[config.mk]
export PLATFORM = sky130hd
export DESIGN_NAME = seq_div
export DESIGN_NICKNAME = d
export VERILOG_FILES = /design/src/rtl/seq_div_pkg.sv /design/src/rtl/seq_div_step.sv /design/src/rtl/seq_div.sv
export SDC_FILE = /design/constraint.sdc
export NUM_CORES = 1
export LEC_CHECK = 0
export CORE_ASPECT_RATIO = 2
export CORE_UTILIZATION = 50
export CTS_CLUSTER_SIZE = 14
export DETAILED_ROUTE_END_ITERATION = 12
export DONT_BUFFER_PORTS = 1
export PLACE_DENSITY_LB_ADDON = 0.2
export SLEW_MARGIN = 20
export SYNTH_ARGS = -nofsm -noshare
export SYNTH_HDL_FRONTEND = slang
export SYNTH_HIERARCHICAL = 1
export SYNTH_SLANG_ARGS = --single-unit
[constraint.sdc]
create_clock -name clk -period 4.2 [get_ports clk]
set_input_delay 0.84 -clock clk [delete_from_list [all_inputs] [get_ports clk]]
set_output_delay 0.84 -clock clk [all_outputs]
set_load 0.01 [all_outputs]
[src/rtl/seq_div_pkg.sv]
// Shared types and constants for the sequential restoring divider.
// Supports operand widths up to MAX_N bits.
package seq_div_pkg;

   typedef enum logic [1:0] {
      IDLE = 2'd0,
      RUN  = 2'd1,
      ZERO = 2'd2,
      DONE = 2'd3
   } state_e;

   localparam int unsigned MAX_N = 64;

   // Quotient reported for a divide by zero; sliced to N bits at the use site.
   localparam logic [MAX_N-1:0] DBZ_QUOTIENT = '1;

endpackage

[src/rtl/seq_div_step.sv]
// One restoring-division iteration: shift in the next dividend bit, trial-subtract the divisor.
// The compare runs at N+1 bits so it never overflows.
module div_step #(
   parameter int unsigned N = 4
) (
   input  logic [N-1:0] rem_i,
   input  logic         msb_i,
   input  logic [N-1:0] dvs_i,
   output logic [N-1:0] rem_o,
   output logic         q_o
);

   logic [N:0]   t;
   logic [N-1:0] diff;

   always_comb begin
      t     = {rem_i, msb_i};
      // Whenever the subtract is taken the true difference is below 2^N, so N bits hold it.
      diff  = t[N-1:0] - dvs_i;
      q_o   = (t >= {1'b0, dvs_i});
      rem_o = q_o ? diff : t[N-1:0];
   end

endmodule

[src/rtl/seq_div.sv]
// Sequential restoring divider: unsigned N-bit quotient/remainder, one quotient bit per clock,
// MSB first, with a start/busy/done handshake.
module seq_div
   import seq_div_pkg::*;
#(
   parameter int unsigned N = 4
) (
   input  logic         clk,
   input  logic         rst_n,
   input  logic         start,
   input  logic [N-1:0] A,
   input  logic [N-1:0] B,
   output logic [N-1:0] Q,
   output logic [N-1:0] R,
   output logic         busy,
   output logic         done,
   output logic         div_by_zero,
   output state_e       dbg_state_o
);

   localparam int unsigned CW = $clog2(N) + 1;
   localparam logic [CW-1:0] LAST_ITER = CW'(N - 1);

   state_e state_q, state_d;

   logic [N-1:0]  dvd_q, dvs_q, rem_q, quo_q;
   logic [CW-1:0] cnt_q;
   logic [N-1:0]  q_q, r_q;
   logic          dbz_q;

   logic          load, step, finish_run, finish_zero;
   logic [N-1:0]  rem_d, quo_d;
   logic          qbit;

   div_step #(.N(N)) u_step (
      .rem_i (rem_q),
      .msb_i (dvd_q[N-1]),
      .dvs_i (dvs_q),
      .rem_o (rem_d),
      .q_o   (qbit)
   );

   assign quo_d = {quo_q[N-2:0], qbit};

   always_comb begin
      state_d     = state_q;
      load        = 1'b0;
      step        = 1'b0;
      finish_run  = 1'b0;
      finish_zero = 1'b0;
      case (state_q)
         IDLE, DONE: begin
            // DONE accepts a new start so back-to-back ops take N+1 cycles.
            if (start) begin
               load    = 1'b1;
               state_d = (B == '0) ? ZERO : RUN;
            end else begin
               state_d = IDLE;
            end
         end
         RUN: begin
            step = 1'b1;
            if (cnt_q == LAST_ITER) begin
               finish_run = 1'b1;
               state_d    = DONE;
            end
         end
         ZERO: begin
            finish_zero = 1'b1;
            state_d     = DONE;
         end
         default: state_d = IDLE;
      endcase
   end

   always_ff @(posedge clk or negedge rst_n) begin
      if (!rst_n) begin
         state_q <= IDLE;
      end else begin
         state_q <= state_d;
      end
   end

   always_ff @(posedge clk or negedge rst_n) begin
      if (!rst_n) begin
         dvd_q <= '0;
         dvs_q <= '0;
         rem_q <= '0;
         quo_q <= '0;
         cnt_q <= '0;
         q_q   <= '0;
         r_q   <= '0;
         dbz_q <= 1'b0;
      end else begin
         if (load) begin
            dvd_q <= A;
            dvs_q <= B;
            rem_q <= '0;
            quo_q <= '0;
            cnt_q <= '0;
         end else if (step) begin
            dvd_q <= {dvd_q[N-2:0], 1'b0};
            rem_q <= rem_d;
            quo_q <= quo_d;
            cnt_q <= cnt_q + 1'b1;
         end
         // Results move only on the completion edge, never showing partial values.
         if (finish_run) begin
            q_q   <= quo_d;
            r_q   <= rem_d;
            dbz_q <= 1'b0;
         end else if (finish_zero) begin
            q_q   <= DBZ_QUOTIENT[N-1:0];
            r_q   <= dvd_q;
            dbz_q <= 1'b1;
         end
      end
   end

   assign Q           = q_q;
   assign R           = r_q;
   assign div_by_zero = dbz_q;
   assign busy        = (state_q == RUN) || (state_q == ZERO);
   assign done        = (state_q == DONE);
   assign dbg_state_o = state_q;

endmodule

==> qor.yml <==
placement:
  place_hpwl_um: 2150
  io_buffers: 0
  post-place-ws_ns: 2.30
  gp_congestion: 0.784
synthesis:
  synthArstFlopShare_pct: 100
  netlist_area_um2: 1530
  synth_top_area_cell: "dfrtp_1"
  syn_avg_cell_area_um2: 9.94
  yosysSeqAreaShare_pct: 47.4
  yosys.area.top_type_share_pct: 47.4
  synthTopCellsByArea: "dfrtp_1 47%, mux2i_1 11%, ha_1 7.4%"
  yosys_warnings: 6
  ys.flop_type: "dfrtp_1"
  syn_nets: 175
  synth-edff-count: 0
  syn-instance-count: 154
  ys_ff_latch: 29
  yosysUniqueCellTypes: 30
cells_and_area:
  drive_above_1_share_pct: 10.3
  nets: 175
  antennaDiodeCount: 0
  layout_commonest_cell: "dfrtp_1"
  areaGrowthSynthToFinish_pct: 7.52
  n_fill_cell: 280
  layout_common_cells: "29 x dfrtp_1, 26 x nand2_1, 21 x nor2_1"
setup_path:
  worstPathRequired_ns: 3.36
  cp.arrival_ns: 1.27
  cp-end-kind: "output port"
  critPathKind: "flip-flop to output port"
  path_max_fanout: 5
  start_kind: "flip-flop"
clock_network:
  cts_tree: "yes"
  cts_buffer_depth: 2
  htree_levels: 2
  cts_sinks: 29
  cts_hold_buf: 0
  clkTransAtPathRegs_ns: 0.06
  root_buffer: "clkbuf_8"
  clock_latency_ns: 0.28
  cts_buffers: 5
  postCtsSetupBuffers: 0
  cts_resized: 0
die:
  coreArea_um2: 2940
  die_w_um: 41.1
  rows: 28
  io_pins: 24
  die_area_um2: 3300
  die_y_um: 80.3
  initial_utilization_pct: 52.0
sta:
  tightest_slew_ns: 0.817
  finalSetupTns_ns: 0
  max_freq_mhz: 474
  slew_violations: 0
  setup_viol: 0
  slew_headroom_pct: 45.6
  finalCritPeriodShare_pct: 50.2
  rsz0062_at_grt: "no"
  fin_ws_ns: 2.09
  fin_crit_ns: 2.11
  hold_violations: 0
  fin_skew_ns: 0.00449
power_and_ir_drop:
  power_density_nw_per_um2: 914
  power_leakage_nw: 0.783
  p_seq_share_pct: 32.6
  p_sw_mw: 0.593
  internal-power_mw: 0.913
  p_clk_share_pct: 22.6
  max-vdd-ir-drop_mv: 0.484
  switching_share_pct: 39.4
  combPwrFrac_pct: 44.8
detailed_routing:
  ant_nets: 0
  num_vias: 1028
  routed_wl_um: 2800
  wl_per_cell_um: 15.1
  first_pass_iters: 4
  vias_per_cell: 5.56
  drt_iter0_drc: 18
  drc: 0
grt:
  grt_usage_pct: 20.9
  grt_pass1_vias: 1020
  grt_pass1_wl_um: 4560
  grt_max_degree: 30
  antenna_found_initial: 0
  gr-total-overflow: 0
hold_path:
  min_path_type: "input port to async pin"
run_status:
  status: "finished clean"
flow_run:
  drv_cap: 0
worst max-delay path, cell delays in order (launching register included):
cell and delay, ns:
dfrtp_1 0.46, inv_1 0.07, ha_1 0.33, inv_1 0.13
cells in the mapped netlist, types with 2 or more instances:
library cell and count:
o21ai_2 2, o21ai_0 6, buf_2 2, a21oi_1 3, xnor2_1 2, dfrtp_1 29
nand2_1 26, inv_1 10, o21ai_1 4, mux2i_1 17, nand2b_1 3, ha_1 9
nor3_1 2, nor2_1 21, buf_6 3
cells by family (layout without fill, tap and decap cells):
family                     after synthesis  in the layout  synth area share (%)
adders and majority gates               10             10                  8.66
muxes                                   18             18                  12.1
AOI/OAI and AO/OA                       18             18                  7.35
and+or+nand+nor                         60             60                  17.2
DFF                                     29             29                  47.4
buffers and inverters                   17             18                  6.13
xor gates and xnor gates                 2              2                  1.14
final timing paths:
kind                            slack, ns           start  cells after the start       end
worst max-delay path                 2.09  dbg_state_o[0]                      3      busy
worst min-delay path                 0.25           rst_n                      0  quo_q[1]
worst max register to register       2.29        dvd_q[3]                      8  rem_q[2]
worst min register to register       0.48        dvs_q[2]                      2  dvs_q[2]
max in group asynchronous            3.87           rst_n                      0  dvd_q[2]
min in group clk                     0.48        dvs_q[2]                      2  dvs_q[2]
sequential cells by signal (all words and copies together) (netlist names):
register     cells
dvd_q            4
dvs_q            4
dbg_state_o      2
R                4
div_by_zero      1
Q                4
quo_q            3
cnt_q            3
rem_q            4
layer usage:
| metal | global-route usage, % | share of wire (%) | vias to the layer above |
|---|---|---|---|
| met2 | 33.6 | 54 | 30 |
| met1 | 22.5 | 37 | 490 |
| met5 | 0 | 0 | - |
| li1 | - | - | 499 |
| met4 | 11.6 | 3.6 | 0 |
| met3 | 6.63 | 4.8 | 9 |
metrics by stage:
step	area, um^2	power (mW)	util (%)	std cells	hold slack (ns)
6_report	1650	1.51	56.0	185	0.252
3_5_place_dp	1510	1.18	51.4	177	0.473
2_1_floorplan	1530	1.05	-	154	0.446
5_1_grt	1650	1.63	56.0	185	0.235
4_1_cts	1650	1.53	56.0	185	0.239
3_3_place_gp	1510	1.15	51.4	177	0.464
power by group through the flow:
stage / Clock (mW) / Combinational, mW / Sequential [mW]
final: 0.340 / 0.675 / 0.491
after global routing: 0.361 / 0.760 / 0.507
after CTS: 0.349 / 0.686 / 0.493
after detailed placement: 0 / 0.682 / 0.497
after global placement: 0 / 0.661 / 0.492
after floorplan: 0 / 0.584 / 0.468
area by class of cell:
type / count / area [um^2] / area share, %
clock inverters: 3 / 65.1 / 3.95
clock buffers: 5 / 68.8 / 4.18
flip-flops and latches: 29 / 726 / 44.1
multi-input cells: 108 / 712 / 43.2
inverters: 10 / 37.5 / 2.28
well taps: 30 / 37.5 / 2.28
Note: power is estimated with default switching activity, not from simulation.
